### src/rtl/ddr_cmd_queue_pkg.sv
// Shared types for the DDR3 host command queue: FSM states, request entry layout, command codes.
package DDR3mempkg;

  localparam int unsigned CMDQ_ADDR_W = 27;
  localparam int unsigned CMDQ_DATA_W = 64;
  localparam int unsigned CMDQ_TAG_W  = 4;

  localparam logic CMD_WRITE = 1'b1;
  localparam logic CMD_READ  = 1'b0;

  typedef enum logic [2:0] {
    Q_IDLE,
    Q_ISSUE,
    Q_WAIT_BUSY,
    Q_WAIT_DONE,
    Q_RSP
  } cmdq_state_t;

  // Request layout at the default widths.
  typedef struct packed {
    logic                   cmd;
    logic [CMDQ_ADDR_W-1:0] addr;
    logic [CMDQ_DATA_W-1:0] wdata;
    logic [CMDQ_TAG_W-1:0]  tag;
  } req_entry_t;

endpackage

### src/rtl/ddr_cmd_queue_sync_fifo.sv
// Synchronous FIFO with extra-MSB wrap pointers; head entry is presented combinationally.
module sync_fifo #(
  parameter int unsigned WIDTH = 8,
  parameter int unsigned DEPTH = 4
) (
  input  logic                       clk_i,
  input  logic                       rst_ni,
  input  logic                       push_i,
  input  logic [WIDTH-1:0]           wdata_i,
  input  logic                       pop_i,
  output logic [WIDTH-1:0]           rdata_o,
  output logic                       full_o,
  output logic                       empty_o,
  output logic [$clog2(DEPTH):0]     level_o
);

  localparam int unsigned AW = $clog2(DEPTH);

  logic [WIDTH-1:0] mem [DEPTH];
  logic [AW:0]      wr_ptr_q, rd_ptr_q;
  logic             do_push, do_pop;

  assign full_o  = (wr_ptr_q[AW] != rd_ptr_q[AW]) && (wr_ptr_q[AW-1:0] == rd_ptr_q[AW-1:0]);
  assign empty_o = (wr_ptr_q == rd_ptr_q);
  assign level_o = wr_ptr_q - rd_ptr_q;
  assign rdata_o = mem[rd_ptr_q[AW-1:0]];

  assign do_push = push_i && !full_o;
  assign do_pop  = pop_i && !empty_o;

  always_ff @(posedge clk_i or negedge rst_ni) begin
    if (!rst_ni) begin
      wr_ptr_q <= '0;
      rd_ptr_q <= '0;
    end else begin
      if (do_push) wr_ptr_q <= wr_ptr_q + 1'b1;
      if (do_pop)  rd_ptr_q <= rd_ptr_q + 1'b1;
    end
  end

  always_ff @(posedge clk_i) begin
    if (do_push) mem[wr_ptr_q[AW-1:0]] <= wdata_i;
  end

endmodule

### src/rtl/ddr_cmd_queue.sv
// Host request queue in front of the DDR3 controller CPU port: one command in flight, tagged
// in-order responses. Define DDR_CMDQ_TIMEOUT_EN to add the wait-state watchdog.
module ddr_cmd_queue
  import DDR3mempkg::*;
#(
  parameter int unsigned DEPTH      = 4,
  parameter int unsigned ADDR_W     = CMDQ_ADDR_W,
  parameter int unsigned DATA_W     = CMDQ_DATA_W,
  parameter int unsigned TAG_W      = CMDQ_TAG_W,
  parameter int unsigned RD_TIMEOUT = 64
) (
  input  logic                     i_cpu_ck,
  input  logic                     i_cpu_reset_n,
  input  logic                     i_req_valid,
  output logic                     o_req_ready,
  input  logic                     i_req_cmd,
  input  logic [ADDR_W-1:0]        i_req_addr,
  input  logic [DATA_W-1:0]        i_req_wdata,
  input  logic [TAG_W-1:0]         i_req_tag,
  output logic                     o_cpu_valid,
  output logic                     o_cpu_cmd,
  output logic [ADDR_W-1:0]        o_cpu_addr,
  output logic [DATA_W-1:0]        o_cpu_wr_data,
  input  logic                     i_cpu_data_rdy,
  input  logic [DATA_W-1:0]        i_cpu_rd_data,
  input  logic                     i_cpu_rd_data_valid,
  output logic                     o_rsp_valid,
  input  logic                     i_rsp_ready,
  output logic                     o_rsp_cmd,
  output logic [TAG_W-1:0]         o_rsp_tag,
  output logic [DATA_W-1:0]        o_rsp_rdata,
  output logic                     o_rsp_err,
  output logic [$clog2(DEPTH):0]   o_level
);

  if (DEPTH < 2 || (DEPTH & (DEPTH - 1)) != 0 || RD_TIMEOUT == 0) begin : g_bad_param
    $error("ddr_cmd_queue: DEPTH must be a power of two >= 2 and RD_TIMEOUT nonzero");
  end

  typedef struct packed {
    logic              cmd;
    logic [ADDR_W-1:0] addr;
    logic [DATA_W-1:0] wdata;
    logic [TAG_W-1:0]  tag;
  } entry_t;

  entry_t      push_entry, head;
  logic        fifo_full, fifo_empty, fifo_pop;
  logic        timeout_hit;

  cmdq_state_t       state_q, state_d;
  logic              cmd_q, cmd_d;
  logic [ADDR_W-1:0] addr_q, addr_d;
  logic [DATA_W-1:0] wdata_q, wdata_d;
  logic [TAG_W-1:0]  tag_q, tag_d;
  logic [DATA_W-1:0] rdata_q, rdata_d;
  logic              got_data_q, got_data_d;

  assign push_entry = {i_req_cmd, i_req_addr, i_req_wdata, i_req_tag};

  sync_fifo #(
    .WIDTH ($bits(entry_t)),
    .DEPTH (DEPTH)
  ) u_fifo (
    .clk_i   (i_cpu_ck),
    .rst_ni  (i_cpu_reset_n),
    .push_i  (i_req_valid),
    .wdata_i (push_entry),
    .pop_i   (fifo_pop),
    .rdata_o (head),
    .full_o  (fifo_full),
    .empty_o (fifo_empty),
    .level_o (o_level)
  );

  always_comb begin
    state_d    = state_q;
    cmd_d      = cmd_q;
    addr_d     = addr_q;
    wdata_d    = wdata_q;
    tag_d      = tag_q;
    rdata_d    = rdata_q;
    got_data_d = got_data_q;
    fifo_pop   = 1'b0;
    unique case (state_q)
      Q_IDLE: begin
        // Q_RSP only returns here once the response is taken, so none is pending.
        if (!fifo_empty && i_cpu_data_rdy) begin
          fifo_pop   = 1'b1;
          cmd_d      = head.cmd;
          addr_d     = head.addr;
          wdata_d    = head.wdata;
          tag_d      = head.tag;
          rdata_d    = '0;
          got_data_d = 1'b0;
          state_d    = Q_ISSUE;
        end
      end
      Q_ISSUE: state_d = Q_WAIT_BUSY;
      Q_WAIT_BUSY: begin
        if (timeout_hit)         state_d = Q_RSP;
        else if (!i_cpu_data_rdy) state_d = Q_WAIT_DONE;
      end
      Q_WAIT_DONE: begin
        if (timeout_hit) begin
          rdata_d = '0;
          state_d = Q_RSP;
        end else begin
          if (cmd_q == CMD_READ && i_cpu_rd_data_valid && !got_data_q) begin
            rdata_d    = i_cpu_rd_data;
            got_data_d = 1'b1;
          end
          if (i_cpu_data_rdy && (cmd_q == CMD_WRITE || got_data_d)) state_d = Q_RSP;
        end
      end
      Q_RSP: begin
        if (i_rsp_ready) state_d = Q_IDLE;
      end
      default: state_d = Q_IDLE;
    endcase
  end

  always_ff @(posedge i_cpu_ck or negedge i_cpu_reset_n) begin
    if (!i_cpu_reset_n) begin
      state_q    <= Q_IDLE;
      cmd_q      <= 1'b0;
      addr_q     <= '0;
      wdata_q    <= '0;
      tag_q      <= '0;
      rdata_q    <= '0;
      got_data_q <= 1'b0;
    end else begin
      state_q    <= state_d;
      cmd_q      <= cmd_d;
      addr_q     <= addr_d;
      wdata_q    <= wdata_d;
      tag_q      <= tag_d;
      rdata_q    <= rdata_d;
      got_data_q <= got_data_d;
    end
  end

`ifdef DDR_CMDQ_TIMEOUT_EN
  localparam int unsigned TW = $clog2(RD_TIMEOUT + 1);

  logic [TW-1:0] wd_cnt_q;
  logic          err_q;
  logic          in_wait;

  assign in_wait     = (state_q == Q_WAIT_BUSY) || (state_q == Q_WAIT_DONE);
  assign timeout_hit = in_wait && (wd_cnt_q == TW'(RD_TIMEOUT - 1));
  assign o_rsp_err   = err_q;

  always_ff @(posedge i_cpu_ck or negedge i_cpu_reset_n) begin
    if (!i_cpu_reset_n) begin
      wd_cnt_q <= '0;
      err_q    <= 1'b0;
    end else begin
      if (!in_wait || timeout_hit) wd_cnt_q <= '0;
      else                         wd_cnt_q <= wd_cnt_q + 1'b1;
      if (fifo_pop)         err_q <= 1'b0;
      else if (timeout_hit) err_q <= 1'b1;
    end
  end
`else
  assign timeout_hit = 1'b0;
  assign o_rsp_err   = 1'b0;
`endif

  assign o_req_ready   = !fifo_full;
  assign o_cpu_valid   = (state_q == Q_ISSUE);
  assign o_cpu_cmd     = cmd_q;
  assign o_cpu_addr    = addr_q;
  assign o_cpu_wr_data = wdata_q;
  assign o_rsp_valid   = (state_q == Q_RSP);
  assign o_rsp_cmd     = cmd_q;
  assign o_rsp_tag     = tag_q;
  assign o_rsp_rdata   = rdata_q;

endmodule

### config.mk
export PLATFORM = sky130hd
export DESIGN_NAME = ddr_cmd_queue
export DESIGN_NICKNAME = d
export VERILOG_FILES = /design/src/rtl/ddr_cmd_queue_pkg.sv /design/src/rtl/ddr_cmd_queue_sync_fifo.sv /design/src/rtl/ddr_cmd_queue.sv
export SDC_FILE = /design/constraint.sdc
export NUM_CORES = 1
export LEC_CHECK = 0
export ABC_AREA = 1
export CORE_MARGIN = 4
export CORE_UTILIZATION = 45
export CTS_BUF_LIST = sky130_fd_sc_hd__clkbuf_4 sky130_fd_sc_hd__clkbuf_8
export DETAILED_ROUTE_END_ITERATION = 7
export PLACE_DENSITY = 0.69
export SLEW_MARGIN = 20
export SYNTH_ARGS = -nofsm -noshare
export SYNTH_HDL_FRONTEND = slang
export SYNTH_SLANG_ARGS = --single-unit
### constraint.sdc
create_clock -name i_cpu_ck -period 7.3 [get_ports i_cpu_ck]
set_input_delay 2.19 -clock i_cpu_ck [delete_from_list [all_inputs] [get_ports i_cpu_ck]]
set_output_delay 2.19 -clock i_cpu_ck [all_outputs]
set_load 0.005 [all_outputs]
==> metrics.md, run 1 <==
| Metric | Value |
|---|---|
| Fill cell instance count of the final layout | `3859` |
| Measured slew at the worst slew-check pin | `1.03 ns` |
| Number of enable-type register cells in the synthesized netlist | `384` |
| Sequential cell area | `15800 µm²` |
| Rows | `79` |
| Classification of the worst setup path | `flop to output port` |
| Iter 0 DRT Violations | `939` |
| Number of global-route vias before repair | `13800` |
| Type of origin of the critical path | `flop` |
| PD cells | `415 nW/µm²` |
| Setup total negative slack | `0 ns` |
| Worst setup EP type | `output port` |
| Fraction of layout cells with a size suffix above 1 | `9.02%` |
| CTS tree | `done` |
| Number of I/O port buffers | `332` |
| Cell area after technology mapping | `21500 µm²` |
| Instance count after placement with tap cells included | `2648` |
| Vias post-DR | `14100` |
| Dominant cells by area after synthesis | `edfxtp_1 (54%), dfrtp_1 (20%), nor2_1 (5.2%), o21ai_1 (5.1%), nand2_1 (4.2%)` |
| Layout overhead on the synthesized area | `26.1%` |
| TritonRoute pass-1 iters | `5` |
| Fmax achieved | `0.193 GHz` |
| Post-Layout Cell Count | `2817` |
| Die X-Extent | `226 µm` |
| Post-CTS resize count | `0` |
| Total I/O pin count | `334` |
| Cell with the most instances after synthesis | `edfxtp_1` |
| Met2 global-route usage | `30.4%` |
| Met3 Track Usage GR | `5.68%` |
| Worst max-slew margin expressed relative to the limit | `30.9%` |
| Wire length reported by the detailed router | `48900 µm` |
| # Max-Cap Violations | `0` |
| Grt total ovfl | `0` |
| Crit path DAT | `2.99 ns` |
| Hold Violations, Final | `0` |
| Half-perimeter wire length after detailed placement | `28700 µm` |
| Routed length per placed instance | `17.4 µm` |
| Clock latency on the worst-skew pair | `0.68 ns` |
| Kind of path behind the tightest hold check | `flop to flop` |
| Buffers from clock root to sink, at most | `3` |
| Top cell types by occurrence after synthesis | `edfxtp_1 (384), nor2_1 (300), nand2_1 (241), o21ai_1 (219), dfrtp_1 (170)` |
| Total of endpoints with negative setup slack in the final report | `0` |
| Mean Syn Cell Area | `12.0 µm²` |
| Global-route usage over all layers | `18.7%` |
| Largest voltage drop on the vdd net | `0.202 mV` |
| Final worst path period share | `71.0%` |
| Worst EP required | `5.11 ns` |
| Cell type contributing the most total cell area after synthesis | `edfxtp_1` |
| Core Util, Final | `57.8%` |
| Number of synthesized register bits | `554` |
| Worst path cell trace | `inv_1 > ha_1 > nand2_1 > inv_1 > nand3_1 > clkdlybuf4s50_1` |
| First-pass GRT wire length | `75100 µm` |
| Final critical path time including I/O delays and setup | `5.18 ns` |
| Outcome | `finished clean` |
| Setup Fix Bufs, Post-CTS | `0` |
| Number of pins with negative max-slew slack in the final report | `0` |
| Met1 GRT Util | `24.2%` |
| Footprint of the multi-input gates | `4620 µm²` |
| Cell type of the slowest stage on the worst timing path | `dfrtp_4` |
| Proportion of synthesized flip-flops having asynchronous set or reset | `30.7%` |
| Synthesized Nets | `1971` |
| Sequential share of the synthesized area | `73.5%` |
| Die span in y | `226 µm` |
| Average via count per standard cell | `5.01` |
| Post-route DRC | `0` |
| Remaining antenna violation count after routing | `0` |
| Yosys warnings | `0` |
| Cell count after synthesis | `1797` |
| Area share of the largest cell type after synthesis | `53.7%` |
| Number of sinks handled by clock tree synthesis | `554` |
| Leak pwr | `10.7 nW` |
| Peak per-stage delay on the critical path | `1.03 ns` |
| Fin nets | `2306` |
| Last weighted congestion value of the routability-driven placer | `0.786` |
| CP max FO | `96` |
| Maximum number of pins on one net before global-route repair | `120` |
| Clock Pin Slew Worst Setup and Hold Paths | `0.06 ns` |
| RSZ-0062 raised after global routing | `false` |
| CTS H-tree depth | `3` |
| Hold-fix buffers, CTS | `0` |
| Post-place instance area | `25100 µm²` |
| Number of antenna violations at the first check in global routing | `10` |
| Total core area | `46900 µm²` |
| Floorplan die area | `51300 µm²` |
| Root buffer cell | `clkbuf_8` |
| Setup clock skew after layout | `0.0400 ns` |
| Prevailing post-synth register cell | `edfxtp_1` |
| Cell variety after synth | `30` |
| Fin area | `27100 µm²` |
| Num CTS Buffers | `89` |
| Most crowded layer after global routing | `met2` |
| Library cell appearing most often on the critical path | `inv_1` |
| Starting Density | `45.8%` |
## sequential cells by signal (all words and copies together) (netlist names)
signal           count
got_data_q           1
u_fifo.mem         384
state_q              3
u_fifo.wr_ptr_q      3
u_fifo.rd_ptr_q      3
o_cpu_addr          27
o_rsp_tag            4
o_cpu_cmd            1
o_cpu_wr_data       64
o_rsp_rdata         64
## placed cells by master, fill, tap and decap left out, types with 35 or more instances in the layout
| cell type | count |
|---|---|
| clkbuf_4 | 35 |
| inv_1 | 110 |
| clkbuf_8 | 108 |
| nand3_1 | 69 |
| edfxtp_1 | 384 |
| o21ai_0 | 162 |
| o21ai_1 | 219 |
| clkdlybuf4s50_1 | 331 |
| nor2_1 | 296 |
| nand2_1 | 241 |
| dfrtp_1 | 168 |
## metal layers
metal  vias to the layer above  wire length, µm
met1                      6772            20400
met5                         -               90
met2                       448            23300
met3                        87             3920
li1                       6802                -
met4                        14             1220
## cell type report
| class | count | area share (%) |
|---|---|---|
| clock buffers | 142 | 6.41 |
| diodes | 3 | 0.0277 |
| repair buffers | 351 | 12.9 |
| well taps | 607 | 2.80 |
| flip-flops and latches | 554 | 58.3 |
| inverters | 113 | 1.58 |
| multi-input cells | 1023 | 17.0 |
| clock inverters | 24 | 0.928 |
## per-stage QoR
| step | total power, mW | setup WS (ns) | hold slack [ns] |
|---|---|---|---|
| finish | 11.2 | 2.12 | 0.480 |
| global route | 12.0 | 1.84 | 0.500 |
| CTS | 11.4 | 1.97 | 0.483 |
| detailed placement | 8.49 | 2.58 | 0.468 |
| global placement | 8.39 | 2.61 | 0.467 |
| floorplan | 6.95 | 0.345 | 0.463 |
## critical path: cells and delay by family (launching register included)
kind / cells / cell delay [ns]
AND/OR/NAND/NOR: 2 / 0.22
flip-flops: 1 / 1.03
buffers and inverters: 3 / 0.74
adder cells (fa/ha/maj): 1 / 0.34
## power breakdown
| group | internal [mW] | total (mW) | switching (mW) | leakage [nW] |
|---|---|---|---|---|
| registers | 4.33 | 4.76 | 0.437 | 5.71 |
| clock network | 1.66 | 2.86 | 1.20 | 1.06 |
| logic | 1.52 | 3.60 | 2.08 | 3.92 |
| total | 7.51 | 11.2 | 3.72 | 10.7 |
## cell families after synthesis
logic type,share of synthesized area (%)
other,0.0175
XOR/XNOR,0.204
adder cells (fa/ha/maj),0.501
buffers and inverters,5.17
AO/OA/AOI/OAI,9.19
AND/OR/NAND/NOR,11.4
flip-flops,73.5
## worst paths after layout
| path | start | end | slack [ns] | cells after the start |
|---|---|---|---|---|
| min in group asynchronous | i_cpu_reset_n | o_rsp_rdata[52]$_DFFE_PN0P_ | 1.48 | 1 |
| max reg2reg | u_fifo.rd_ptr_q[1]$_DFFE_PN0P_ | u_fifo.mem[2][4]$_DFFE_PP_ | 3.45 | 8 |
| max in group asynchronous | i_cpu_reset_n | o_rsp_rdata[37]$_DFFE_PN0P_ | 4.54 | 2 |
| max | u_fifo.rd_ptr_q[1]$_DFFE_PN0P_ | o_req_ready | 2.12 | 6 |
| min | o_cpu_wr_data[16]$_DFFE_PN0P_ | o_cpu_wr_data[16]$_DFFE_PN0P_ | 0.48 | 2 |
| min reg2reg | o_cpu_wr_data[16]$_DFFE_PN0P_ | o_cpu_wr_data[16]$_DFFE_PN0P_ | 0.48 | 2 |
Note: power is estimated with default switching activity, not from simulation.
==> run 2, diff against run 1 <==
Settings changed: PLACE_DENSITY 0.69 to 0.71.
Clock period 7.3 ns to 4.6 ns, I/O delays scaled along.
==> run 2 against run 1 <==
Hold slack got worse by 0.0021 ns. Final cell count about the same. Power increased by 58%. Critical path type unchanged. Largest power group unchanged.
==> metrics.md, run 2 (synthesis gave the netlist of run 1 again) <==
| Metric | Value |
|---|---|
| Number of pins with negative max-slew slack in the final report | `0` |
| Floorplan die area | `51300 µm²` |
| Core Util, Final | `57.9%` |
| Rows | `79` |
| TritonRoute pass-1 iters | `5` |
| First-pass GRT wire length | `76300 µm` |
| Buffers from clock root to sink, at most | `3` |
| Last weighted congestion value of the routability-driven placer | `0.833` |
| Setup Fix Bufs, Post-CTS | `0` |
| Total of endpoints with negative setup slack in the final report | `0` |
| Kind of path behind the tightest hold check | `flop to flop` |
| Most frequent cells in the layout | `edfxtp_1 (384), clkdlybuf4s50_1 (331), nor2_1 (296)` |
| Minimum setup slack after placement | `1.12 ns` |
| Layout overhead on the synthesized area | `26.3%` |
| Net switching power | `5.86 mW` |
| Routed length per placed instance | `17.5 µm` |
| Setup ws final | `0.644 ns` |
| Flip-flop count of the largest register, all copies and words added | `384` |
| Wire length reported by the detailed router | `49300 µm` |
| Num CTS Buffers | `89` |
| CTS H-tree depth | `3` |
| Clock latency on the worst-skew pair | `0.64 ns` |
| RSZ-0062 raised after global routing | `false` |
| Final worst path period share | `86.0%` |
| PD cells | `653 nW/µm²` |
| Half-perimeter wire length after detailed placement | `29800 µm` |
| Classification of the worst setup path | `flop to output port` |
| Iter 0 DRT Violations | `1058` |
| Clock Pin Slew Worst Setup and Hold Paths | `0.06 ns` |
| Type of origin of the critical path | `flop` |
| Hold-fix buffers, CTS | `0` |
| Fin nets | `2306` |
| Number of antenna violations at the first check in global routing | `10` |
| Number of I/O port buffers | `332` |
| Remaining antenna violation count after routing | `0` |
| Measured slew at the worst slew-check pin | `1.05 ns` |
| Worst setup EP type | `output port` |
| Maximum number of pins on one net before global-route repair | `110` |
| Hold Violations, Final | `0` |
| Post-CTS resize count | `0` |
| Internal Power | `11.9 mW` |
| Total core area | `46900 µm²` |
| Power share of the combinational group | `33.4%` |
| Final critical path time including I/O delays and setup | `3.96 ns` |
| CTS tree | `done` |
| Grt total ovfl | `0` |
| Most common cell after layout, fill and taps aside | `edfxtp_1` |
| Crit path DAT | `2.58 ns` |
| Number of global-route vias before repair | `14000` |
| Root buffer cell | `clkbuf_8` |
| Die span in y | `226 µm` |
| # Max-Cap Violations | `0` |
| Average via count per standard cell | `5.04` |
| Starting Density | `45.8%` |
| Worst max-slew margin expressed relative to the limit | `30.0%` |
| Worst EP required | `3.22 ns` |
| Share of total power in sequential cells | `42.1%` |
| Outcome | `finished clean` |
| Fraction of layout cells with a size suffix above 1 | `8.98%` |
| CP max FO | `25` |
| Number of sinks handled by clock tree synthesis | `554` |
| Largest voltage drop on the vdd net | `0.389 mV` |
| Leak pwr | `10.7 nW` |
| Vias post-DR | `14200` |
| Fmax achieved | `0.253 GHz` |
| Setup clock skew after layout | `0.0245 ns` |
| Portion of total power attributed to the clock network | `24.5%` |
| Net switching fraction of the power | `33.1%` |
| Die X-Extent | `226 µm` |
| Total I/O pin count | `334` |
| Post-route DRC | `0` |
| Global-route usage over all layers | `18.9%` |
[run 2: cell type report]
cell class,instances,area (µm²)
sequential,554,15800
multi-input combinational,1023,4620
clock inverter,15,105
tap,607,759
inverter,113,429
clock buffer,149,1790
fill,3773,19700
timing repair buffer,351,3620
antenna,4,10.0
[run 2: through the flow]
step	area, µm²	hold slack (ns)	TNS, ns	cells	total power [mW]
detailed placement	25200	0.468	0	2648	13.6
floorplan	21500	0.463	-444.95	1797	11.0
global placement	25200	0.467	0	2648	13.4
CTS	27100	0.483	0	2812	18.0
global route	27100	0.508	0	2813	19.0
finish	27100	0.478	0	2816	17.7
[run 2: worst paths after layout]
path                                                      to  depth (start not counted)  slack [ns]                            from
worst min-delay path            o_cpu_wr_data[3]$_DFFE_PN0P_                          2        0.48    o_cpu_wr_data[3]$_DFFE_PN0P_
worst max register to register    o_cpu_addr[19]$_DFFE_PN0P_                          6        1.57  u_fifo.rd_ptr_q[1]$_DFFE_PN0P_
max in group asynchronous        o_rsp_rdata[34]$_DFFE_PN0P_                          2        2.80                   i_cpu_reset_n
worst min register to register  o_cpu_wr_data[3]$_DFFE_PN0P_                          2        0.48    o_cpu_wr_data[3]$_DFFE_PN0P_
worst max-delay path                              o_level[2]                          4        0.64  u_fifo.rd_ptr_q[0]$_DFFE_PN0P_
min in group asynchronous        o_rsp_rdata[51]$_DFFE_PN0P_                          1        0.88                   i_cpu_reset_n
[run 2: critical path, cell delays in order, from the launching register on]
cell	delay, ns
dfrtp_4	0.61
ha_1	0.26
fa_1	0.38
xnor2_1	0.16
clkdlybuf4s50_1	0.54
[run 2: power by group through the flow]
stage	clock, mW	combinational (mW)	sequential, mW
after floorplan	0	3.46	7.55
after global placement	0	5.89	7.50
after detailed placement	0	6.02	7.54
after CTS	4.46	6.06	7.46
after global routing	4.72	6.69	7.58
final	4.35	5.92	7.46
[run 2: routing by layer]
layer,vias up,part of all wire (%),global-route usage (%)
li1,6807,-,-
met1,6848,41,23.9
met2,425,48,31.1
met3,85,8.2,5.93
met4,14,2.2,6.87
met5,-,0.23,0
